### config.mk
export PLATFORM = sky130hd
export DESIGN_NAME = ysyx_22050612_muldiv_ctrl_flat
export DESIGN_NICKNAME = d
export VERILOG_FILES = /design/src/rtl/ysyx_22050612_muldiv_ctrl_if.sv /design/src/rtl/ysyx_22050612_muldiv_ctrl.sv /design/src/flat_wrapper.sv
export SDC_FILE = /design/constraint.sdc
export NUM_CORES = 2
export LEC_CHECK = 0
export CAP_MARGIN = 20
export CORE_MARGIN = 2
export CORE_UTILIZATION = 40
export CTS_CLUSTER_SIZE = 10
export DETAILED_ROUTE_END_ITERATION = 16
export PLACE_DENSITY = 0.66
export SLEW_MARGIN = 0
export SYNTH_ARGS = -nofsm -noshare
export SYNTH_HDL_FRONTEND = slang
export SYNTH_SLANG_ARGS = --single-unit
### constraint.sdc
create_clock -name clk -period 7.85 [get_ports clk]
set_input_delay 2.355 -clock clk [delete_from_list [all_inputs] [get_ports clk]]
set_output_delay 2.355 -clock clk [all_outputs]
set_load 0.005 [all_outputs]
### src/rtl/ysyx_22050612_muldiv_ctrl_if.sv
// Handshake and data bundle between EXU issue logic and the iterative mul/div sequencer.
// The master side issues operations and consumes results; the slave side is the sequencer.
interface ysyx_22050612_muldiv_ctrl_if #(
    parameter int unsigned XLEN = 64
);
    logic            in_valid;
    logic            in_ready;
    logic [2:0]      op;
    logic [XLEN-1:0] src1;
    logic [XLEN-1:0] src2;
    logic            flush;
    logic            out_valid;
    logic            out_ready;
    logic [XLEN-1:0] result;
    logic            busy;

    modport master (
        output in_valid, op, src1, src2, flush, out_ready,
        input  in_ready, out_valid, result, busy
    );

    modport slave (
        input  in_valid, op, src1, src2, flush, out_ready,
        output in_ready, out_valid, result, busy
    );
endinterface

### src/rtl/ysyx_22050612_muldiv_ctrl.sv
// Iterative RV64M sequencer: radix-2 shift-add multiply and restoring divide, one bit per cycle.
// Divide-by-zero and signed overflow bypass the iteration and finish one cycle after accept.
module ysyx_22050612_muldiv_ctrl (
    input  logic clk,
    input  logic rst,
    ysyx_22050612_muldiv_ctrl_if.slave bus
);
    typedef enum logic [1:0] {
        ST_IDLE = 2'd0,
        ST_CALC = 2'd1,
        ST_DONE = 2'd2
    } state_e;

    state_e      state_r;
    state_e      state_nx_s;
    logic [6:0]  cnt_r;
    logic [63:0] a_r;
    logic [63:0] b_r;
    logic [63:0] q_r;
    logic [63:0] result_r;
    logic        is_mul_r;
    logic        is_w_r;
    logic        is_rem_r;
    logic        neg_q_r;
    logic        neg_r_r;

    logic        in_ready_s;
    logic        out_valid_s;
    logic        busy_s;
    logic        accept_s;
    logic        op_is_mul_s;
    logic        op_is_w_s;
    logic        op_signed_s;
    logic        op_is_rem_s;
    logic [63:0] x_s;
    logic [63:0] y_s;
    logic        x_neg_s;
    logic        y_neg_s;
    logic [63:0] x_mag_s;
    logic [63:0] y_mag_s;
    logic        div_zero_s;
    logic        div_ovf_s;
    logic        special_s;
    logic [63:0] special_res_s;

    logic [63:0] mul_acc_nx_s;
    logic [64:0] div_shift_s;
    logic        div_ge_s;
    logic [63:0] div_rem_nx_s;
    logic [63:0] div_quo_nx_s;
    logic [63:0] q_sgn_s;
    logic [63:0] r_sgn_s;
    logic [63:0] raw_s;
    logic [63:0] fin_s;

    function automatic logic [63:0] sext32(input logic [31:0] v);
        return {{32{v[31]}}, v};
    endfunction

    // Operation decode, operand magnitudes and the special-case shortcut results.
    always_comb begin
        op_is_mul_s = (bus.op == 3'd0) || (bus.op == 3'd1);
        op_is_w_s   = (bus.op == 3'd1) || (bus.op == 3'd4) || (bus.op == 3'd7);
        op_signed_s = (bus.op == 3'd2) || (bus.op == 3'd4) || (bus.op == 3'd5) || (bus.op == 3'd7);
        op_is_rem_s = (bus.op == 3'd5) || (bus.op == 3'd6) || (bus.op == 3'd7);
        x_s         = op_is_w_s ? sext32(bus.src1[31:0]) : bus.src1;
        y_s         = op_is_w_s ? sext32(bus.src2[31:0]) : bus.src2;
        x_neg_s     = op_signed_s && x_s[63];
        y_neg_s     = op_signed_s && y_s[63];
        x_mag_s     = x_neg_s ? (64'd0 - x_s) : x_s;
        y_mag_s     = y_neg_s ? (64'd0 - y_s) : y_s;
        div_zero_s  = !op_is_mul_s && (y_s == 64'd0);
        div_ovf_s   = op_signed_s && (y_s == {64{1'b1}}) &&
                      (x_s == (op_is_w_s ? 64'hFFFF_FFFF_8000_0000 : 64'h8000_0000_0000_0000));
        special_s   = div_zero_s || div_ovf_s;
        if (div_zero_s) begin
            special_res_s = op_is_rem_s ? x_s : {64{1'b1}};
        end else if (div_ovf_s) begin
            special_res_s = op_is_rem_s ? 64'd0 : x_s;
        end else begin
            special_res_s = 64'd0;
        end
        accept_s = bus.in_valid && in_ready_s && !bus.flush;
    end

    // One iteration of either datapath plus the sign-fixed final result.
    always_comb begin
        mul_acc_nx_s = a_r + (q_r[0] ? b_r : 64'd0);
        div_shift_s  = {a_r, q_r[63]};
        div_ge_s     = (div_shift_s >= {1'b0, b_r});
        div_rem_nx_s = div_ge_s ? (div_shift_s[63:0] - b_r) : div_shift_s[63:0];
        div_quo_nx_s = {q_r[62:0], div_ge_s};
        q_sgn_s      = neg_q_r ? (64'd0 - div_quo_nx_s) : div_quo_nx_s;
        r_sgn_s      = neg_r_r ? (64'd0 - div_rem_nx_s) : div_rem_nx_s;
        if (is_mul_r) begin
            raw_s = mul_acc_nx_s;
        end else if (is_rem_r) begin
            raw_s = r_sgn_s;
        end else begin
            raw_s = q_sgn_s;
        end
        fin_s = is_w_r ? sext32(raw_s[31:0]) : raw_s;
    end

    // State register.
    always_ff @(posedge clk) begin
        if (rst) begin
            state_r <= ST_IDLE;
        end else begin
            state_r <= state_nx_s;
        end
    end

    // Next-state logic; flush overrides every transition.
    always_comb begin
        state_nx_s = state_r;
        case (state_r)
            ST_IDLE: begin
                if (accept_s) begin
                    state_nx_s = special_s ? ST_DONE : ST_CALC;
                end else begin
                    state_nx_s = ST_IDLE;
                end
            end
            ST_CALC: begin
                if (cnt_r == 7'd1) begin
                    state_nx_s = ST_DONE;
                end else begin
                    state_nx_s = ST_CALC;
                end
            end
            ST_DONE: begin
                if (bus.out_ready) begin
                    state_nx_s = ST_IDLE;
                end else begin
                    state_nx_s = ST_DONE;
                end
            end
            default: state_nx_s = ST_IDLE;
        endcase
        if (bus.flush) begin
            state_nx_s = ST_IDLE;
        end else begin
            state_nx_s = state_nx_s;
        end
    end

    // Handshake outputs decoded from the state register.
    always_comb begin
        in_ready_s  = (state_r == ST_IDLE) && !rst;
        out_valid_s = (state_r == ST_DONE);
        busy_s      = (state_r != ST_IDLE);
    end

    // Operand load, per-cycle iteration and result capture on DONE entry.
    always_ff @(posedge clk) begin
        if (rst) begin
            cnt_r    <= 7'd0;
            a_r      <= 64'd0;
            b_r      <= 64'd0;
            q_r      <= 64'd0;
            result_r <= 64'd0;
            is_mul_r <= 1'b0;
            is_w_r   <= 1'b0;
            is_rem_r <= 1'b0;
            neg_q_r  <= 1'b0;
            neg_r_r  <= 1'b0;
        end else if (bus.flush) begin
            cnt_r <= 7'd0;
        end else begin
            case (state_r)
                ST_IDLE: begin
                    if (accept_s) begin
                        is_mul_r <= op_is_mul_s;
                        is_w_r   <= op_is_w_s;
                        is_rem_r <= op_is_rem_s;
                        neg_q_r  <= x_neg_s ^ y_neg_s;
                        neg_r_r  <= x_neg_s;
                        a_r      <= 64'd0;
                        if (op_is_mul_s) begin
                            b_r <= op_is_w_s ? {32'd0, bus.src1[31:0]} : bus.src1;
                            q_r <= op_is_w_s ? {32'd0, bus.src2[31:0]} : bus.src2;
                        end else begin
                            b_r <= y_mag_s;
                            q_r <= op_is_w_s ? {x_mag_s[31:0], 32'd0} : x_mag_s;
                        end
                        if (special_s) begin
                            cnt_r    <= 7'd0;
                            result_r <= special_res_s;
                        end else begin
                            cnt_r <= op_is_w_s ? 7'd32 : 7'd64;
                        end
                    end
                end
                ST_CALC: begin
                    cnt_r <= cnt_r - 7'd1;
                    if (is_mul_r) begin
                        a_r <= mul_acc_nx_s;
                        b_r <= {b_r[62:0], 1'b0};
                        q_r <= {1'b0, q_r[63:1]};
                    end else begin
                        a_r <= div_rem_nx_s;
                        q_r <= div_quo_nx_s;
                    end
                    if (cnt_r == 7'd1) begin
                        result_r <= fin_s;
                    end
                end
                default: begin
                    cnt_r <= cnt_r;
                end
            endcase
        end
    end

    assign bus.in_ready  = in_ready_s;
    assign bus.out_valid = out_valid_s;
    assign bus.busy      = busy_s;
    assign bus.result    = result_r;
endmodule

### src/flat_wrapper.sv
// flat-port wrapper written by rule: the top's interface ports become plain ports
module ysyx_22050612_muldiv_ctrl_flat 
  (clk, rst, bus_in_valid, bus_op, bus_src1, bus_src2, bus_flush, bus_out_ready, bus_in_ready, bus_out_valid, bus_result, bus_busy);
  ysyx_22050612_muldiv_ctrl_if bus_i ();
  input  logic clk;
  input  logic rst;
  input wire logic [$bits(bus_i.in_valid)-1:0] bus_in_valid;
  input wire logic [$bits(bus_i.op)-1:0] bus_op;
  input wire logic [$bits(bus_i.src1)-1:0] bus_src1;
  input wire logic [$bits(bus_i.src2)-1:0] bus_src2;
  input wire logic [$bits(bus_i.flush)-1:0] bus_flush;
  input wire logic [$bits(bus_i.out_ready)-1:0] bus_out_ready;
  output wire logic [$bits(bus_i.in_ready)-1:0] bus_in_ready;
  output wire logic [$bits(bus_i.out_valid)-1:0] bus_out_valid;
  output wire logic [$bits(bus_i.result)-1:0] bus_result;
  output wire logic [$bits(bus_i.busy)-1:0] bus_busy;
  assign bus_i.in_valid = bus_in_valid;
  assign bus_i.op = bus_op;
  assign bus_i.src1 = bus_src1;
  assign bus_i.src2 = bus_src2;
  assign bus_i.flush = bus_flush;
  assign bus_i.out_ready = bus_out_ready;
  assign bus_in_ready = bus_i.in_ready;
  assign bus_out_valid = bus_i.out_valid;
  assign bus_result = bus_i.result;
  assign bus_busy = bus_i.busy;
  ysyx_22050612_muldiv_ctrl u_core (.clk(clk), .rst(rst), .bus(bus_i));
endmodule
**Yosys cells after proc, flatten, opt, wreduce, memory -nomap -nowiden**

Index checks and enable logic that the tools add are counted.

- Logic and storage cells: 110
- Bits of input ports: 136
- Bits in registers: 270

- Reductions and logical operators: 31
- Bitwise gates (word level): 2
- Multiplexer cells: 43
- Add/subtract/negate cells: 7
- Order comparisons: 1
- Equality and inequality tests: 15

Operators by type and width:

| operator | count |
|---|---|
| 2-to-1 mux 64 bit | 29 |
| case mux 64 bit (2 select lines) | 4 |
| subtractor 1 x 64 -> 64 bit, first input constant | 4 |
| >= comparator 65 x 64 -> 1 bit | 1 |
| adder 64 bit | 1 |
| == test 64 bit | 1 |
| == test 64 bit, second input constant | 1 |
| zero test 64 bit | 1 |
| subtractor 64 bit | 1 |
| 2-to-1 mux 63 bit | 1 |
| 2-to-1 mux 7 bit | 3 |
| case mux 7 bit (2 select lines) | 1 |
| == test 3 bit, second input constant | 4 |
| logical OR 1 bit | 9 |
| logical AND 1 bit | 8 |
| 2-to-1 mux 2 bit | 4 |
| inequality test 2 x 1 -> 1 bit, second input constant | 4 |
| == test 7 x 1 -> 1 bit, second input constant | 1 |
| subtractor 7 x 1 -> 7 bit, second input constant | 1 |
| case mux 2 bit (3 select lines) | 1 |
| AND reduction 3 bit | 2 |
| AND reduction 5 bit | 1 |
| AND reduction 4 bit | 1 |
| nonzero test 2 bit | 2 |
| other kinds (11) | 13 |

**Longest topological paths before layout**

- Depth in word-level cells: 12
- Depth in mapped cells: 33
- Depth with buffers taken out: 26

**Least setup slack after synthesis**

Ideal clock, no wire load.

- Path kind: flip-flop to flip-flop
- Start: register u_core.b_r[32]
- End: register u_core.result_r[60] (netlist: u_core.bus.result[60])
- Slack: 0.775 ns
- Required time: 7.764 ns
- Setup time: 0.086 ns
- Arrival time: 6.990 ns
- Stages on the path, launching flop included: 33
- Period minus slack after synthesis: 7.075 ns
- Path buffers: 8
- Cell sequence: dfxtp_1 -> inv_1 -> ha_1 -> buf_2 -> nand4_1 -> or3_1 -> o32a_1 -> nand3_1 -> o211ai_2 -> nand2_1 -> buf_2 -> buf_2 -> buf_1 -> buf_2 -> buf_1 -> clkbuf_1 -> nand2_1 -> o21ai_0 -> ha_1 -> nor2b_1 -> nand4b_1 -> or4b_1 -> nor2_1 -> nand3_1 -> o31ai_1 -> a21bo_2 -> or4_4 -> buf_6 -> or4_4 -> nor2_1 -> mux2i_1 -> o21ai_1 -> a211oi_1

- Word-level cells in the longest chain between the ends: 9

RTL lines:

| item | line | source |
|---|---|---|
| from (decl) | ysyx_22050612_muldiv_ctrl.sv:18 | `logic [63:0] b_r;` |
| from (signal assigned) | ysyx_22050612_muldiv_ctrl.sv:181 | `b_r <= op_is_w_s ? {32'd0, bus.src1[31:0]} : bus.src1;` |
| from (signal assigned) | ysyx_22050612_muldiv_ctrl.sv:184 | `b_r <= y_mag_s;` |
| from (signal assigned) | ysyx_22050612_muldiv_ctrl.sv:199 | `b_r <= {b_r[62:0], 1'b0};` |
| subtractor 64 bit or >= comparator 65 x 64 -> 1 bit (tied branches) | ysyx_22050612_muldiv_ctrl.sv:91, ysyx_22050612_muldiv_ctrl.sv:90 |  |
| 2-to-1 mux 64 bit | ysyx_22050612_muldiv_ctrl.sv:91 | `div_rem_nx_s = div_ge_s ? (div_shift_s[63:0] - b_r) : div_shift_s[63:0];` |
| subtractor 1 x 64 -> 64 bit | ysyx_22050612_muldiv_ctrl.sv:94 | `r_sgn_s = neg_r_r ? (64'd0 - div_rem_nx_s) : div_rem_nx_s;` |
| 2-to-1 mux 64 bit | ysyx_22050612_muldiv_ctrl.sv:94 |  |
| 2-to-1 mux 64 bit | ysyx_22050612_muldiv_ctrl.sv:97 | `end else if (is_rem_r) begin` |
| 2-to-1 mux 64 bit * | ysyx_22050612_muldiv_ctrl.sv:95 | `if (is_mul_r) begin` |
| 2-to-1 mux 64 bit * | ysyx_22050612_muldiv_ctrl.sv:102 | `fin_s = is_w_r ? sext32(raw_s[31:0]) : raw_s;` |
| 2-to-1 mux 64 bit * | ysyx_22050612_muldiv_ctrl.sv:205 | `if (cnt_r == 7'd1) begin` |
| case mux 64 bit (2 select lines) * | ysyx_22050612_muldiv_ctrl.sv:171 | `case (state_r)` |
| to (signal assigned) | ysyx_22050612_muldiv_ctrl.sv:189 | `result_r <= special_res_s;` |
| to (signal assigned) | ysyx_22050612_muldiv_ctrl.sv:206 | `result_r <= fin_s;` |
| to (decl) | ysyx_22050612_muldiv_ctrl.sv:20 | `logic [63:0] result_r;` |

Mark *: on every way between the ends. The rest lies on a longest branch, timed or not. The select of a mux whose other input is x is not followed.
A chain may end at the register's enable or synchronous reset.

**Worst setup path after layout**

- Start: register u_core.b_r[29]
- End: register u_core.result_r[60] (netlist: u_core.bus.result[60])

Same word-level chain as after synthesis.

==> flow_metrics.py <==
metrics = {
    "die": {
        "floorplan.die.width_um": 286.4,
        "ios": 203,
        "placementRows": 103,
        "die_area_sq_um": 82010,
        "floorplan.initialDensity_pct": 40.37,
        "core-area_sq_um": 79000,
        "die_h_um": 286.4,
    },
    "yosys": {
        "avgSynthCellArea_sq_um": 6.811,
        "synth_edf_count": 0,
        "synth.mux.area_fraction_pct": 3.966,
        "synth_area_leaders": "dfxtp_1 17%, a21oi_1 7.2%, nor2_1 7.0%",
        "synthesis.instances": 4683,
        "synthAdderAreaFrac_pct": 5.382,
        "library_cell_occupying_the_most_area_in_the_post_synthesis_netlist": "dfxtp_1",
        "synth_fp_nets": 4955,
        "synth_flop_cell": "dfxtp_1",
        "synth.most_common_cell": "nor2_1",
        "postSynth.asyncResetShare_pct": 0,
        "synth_top_family_by_area": "compound AO/OA/AOI/OAI gates",
        "synth_sequential_area_ratio_pct": 16.95,
        "synthDistinctLibCells": 103,
        "synth_simple_gate_area_share_pct": 23.91,
        "synth_compound_area_share_pct": 34.99,
        "yosysTopAreaCellShare_pct": 16.95,
        "synth_warnings": 0,
        "ys_ff_latch": 270,
        "synth_top_cells_by_count": "599 x nor2_1, 456 x a21oi_1, 443 x nand2_1",
        "synth_xor_xnor_area_share_pct": 8.952,
        "synth.cell_area_sq_um": 31890,
    },
    "timing": {
        "worst-slew-pin-transition_ns": 1.137,
        "finalMaxSlewViolations": 0,
        "fin_worst_skew_ns": 0.03757,
        "max_freq_ghz": 0.1400,
        "timing.slew.headroom_pct": 24.19,
        "report.final.setup_viol": 0,
        "final_period_minus_worst_setup_slack_ns": 7.142,
        "hold_violations": 0,
        "finalSetupTns_ns": 0,
        "grt_setup_unrepaired": "no",
        "timing.final.crit_share_pct": 90.98,
    },
    "critical_path": {
        "end_kind": "register",
        "regToRegEndpoint": "u_core.bus.result[60]",
        "most_frequent_cell_on_the_critical_path": "nand2_1",
        "worst-path-buf-inv": 3,
        "crit_fanout": 12,
        "cp-start-kind": "register",
        "worst-r2r-cell-count": 26,
        "critical-path-top-delay-family": "simple AND/OR/NAND/NOR gates",
        "critPathMaxStageDelay_ns": 0.60,
        "timing.setup.critical_path_class": "reg -> reg",
        "worst_path_max_delay_cell": "or4_4",
        "ff2ff_setup_slack_ns": 0.71,
        "timing.critical_path.arrival_ns": 7.62,
        "required_time_reported_for_the_critical_path_endpoint_ns": 8.33,
        "rr_startpoint": "u_core.b_r[29]",
    },
    "place": {
        "gpl.final_weighted_congestion": 1.039,
        "hpwl_um": 118400,
        "place.port_buffers": 202,
    },
    "hold_path": {
        "min_delay_src": "u_core.b_r[61]",
        "hold_path_class": "reg -> reg",
        "worstHoldEndpoint": "u_core.b_r[61]",
        "min_delay_path_depth": 2,
    },
    "finish": {
        "layout.filler_cells": 8232,
        "design.final.nets": 4916,
        "ratio_of_cells_with_drive_above_1_in_the_final_layout_pct": 5.041,
        "multi_input_comb_area_sq_um": 24710,
        "syn_to_final_growth_pct": 12.11,
        "seqCellArea_sq_um": 5413,
    },
    "clock_tree": {
        "number_of_clock_sinks_seen_by_cts": 270,
        "cts_buffer_depth": 3,
        "cts_inserted_buffers": 35,
        "clock_tree.htree_level_count": 2,
        "cts_tree": "done",
        "cts_resized": 0,
        "post_cts_buffers": 0,
        "cts.reportedPaths.clkPinSlew_ns": 0.06,
        "root_buffer": "clkbuf_16",
        "post_cts_hold_buffer_count": 0,
        "clock_insertion_delay_worst_skew_ns": 0.58,
    },
    "global_routing": {
        "grt_ovf": 0,
        "antenna_found_initial": 8,
        "largest_net_degree_at_the_start_of_global_routing": 184,
        "first_global_vias": 34586,
        "grt_use_total_pct": 35.81,
        "global_route_wire_length_before_repair_um": 225300,
    },
    "detailed_routing": {
        "wire_per_inst_um": 26.91,
        "route.detailed.vias_per_inst": 6.643,
        "detail_route.drc_violations": 0,
        "drtPass1Iterations": 7,
        "totalWireLength_um": 153800,
        "via_count": 37973,
        "drt-initial-drc-count": 4880,
        "antenna_violating_nets_post_route": 0,
    },
    "run": {
        "maxCapViolations": 0,
    },
    "run_status": {
        "outcome": "complete, no violations",
    },
}
## per-layer routing
metal  up-vias  routed length (um)  track usage, %
met1     18140               62090           46.28
met5         -                  41               0
met3       450               13630           6.105
met2      2060               67840           56.03
li1      17317                   -               -
met4         6               10250           20.96
## kinds of logic after synthesis
logic type	count (synthesis)
mux	124
buf+inv	484
simple gates	1638
compound gates	1705
flops	270
fa+ha+maj	136
xor+xnor	326
## tightest hold or removal path, delay by kind of cell, from the launching register on
family          cells  cell delay [ns]
flops               1             0.31
simple gates        1             0.05
compound gates      1             0.05
## sequential cells by signal (all words and copies together), names as in the netlist
| signal | count |
|---|---|
| u_core.a_r | 64 |
| u_core.b_r | 64 |
| u_core.bus.result | 64 |
| u_core.q_r | 64 |
| u_core.cnt_r | 7 |
| u_core.state_r | 2 |
| u_core.is_mul_r | 1 |
| u_core.is_rem_r | 1 |
| u_core.is_w_r | 1 |
| u_core.neg_q_r | 1 |
| u_core.neg_r_r | 1 |
## how the worst max path moves through the flow
stage | start | end | depth (start not counted)
2_1_floorplan | u_core.b_r[32] | u_core.bus.result[60] | 32
3_3_place_gp | bus_src2[35] | u_core.bus.result[63] | 14
3_5_place_dp | bus_src2[35] | u_core.bus.result[63] | 14
4_1_cts | u_core.b_r[29] | u_core.bus.result[60] | 26
5_1_grt | u_core.b_r[29] | u_core.bus.result[60] | 26
6_report | u_core.b_r[29] | u_core.bus.result[60] | 26
## cell type report
| class | count | area share (%) |
|---|---|---|
| diodes | 4 | 0.02799 |
| repair buffers | 292 | 7.765 |
| flip-flops and latches | 270 | 15.14 |
| well taps | 1050 | 3.674 |
| inverters | 116 | 1.218 |
| clock buffers | 49 | 2.740 |
| clock inverters | 6 | 0.3359 |
| multi-input cells | 3929 | 69.10 |
## through the flow
| step | std cells | cell area [sq um] | worst slack (ns) | hold slack [ns] | utilization, % |
|---|---|---|---|---|---|
| 2_1_floorplan | 4683 | 31890 | 0.7745 | 0.4363 | - |
| 3_5_place_dp | 5657 | 34650 | 0.3705 | 0.4569 | 43.86 |
| 4_1_cts | 5712 | 35750 | 0.9031 | 0.4683 | 45.25 |
| 3_3_place_gp | 5657 | 34650 | 0.5292 | 0.4461 | 43.86 |
| 6_report | 5716 | 35760 | 0.7078 | 0.4637 | 45.26 |
| 5_1_grt | 5713 | 35750 | 0.4080 | 0.5006 | 45.25 |
## layout by cell type, fill, tap and decap left out, drive strengths merged, types with 13 or more instances in the layout
cell,count
a211oi,211
xnor2,168
o2111ai,14
o21bai,20
xor2,158
inv,117
clkbuf,50
o21ai,380
mux2,13
o41ai,31
a311oi,38
a2111oi,14
or3,51
dfxtp,270
and2,35
nor2,599
or2,24
nand3,77
nand2b,36
o21a,34
or4,39
a221oi,72
and3,24
buf,90
a21o,92
nand4,83
nand2,443
nor2b,23
ha,134
and4,16
nor4,44
a31oi,45
clkdlybuf4s50,201
o31ai,60
mux2i,111
o211ai,68
a22oi,48
a21oi,459
nor3,110
Power is left out: the tool's default activity adds up to more than one toggle a clock period on the data nets, which glitch-free logic cannot reach.
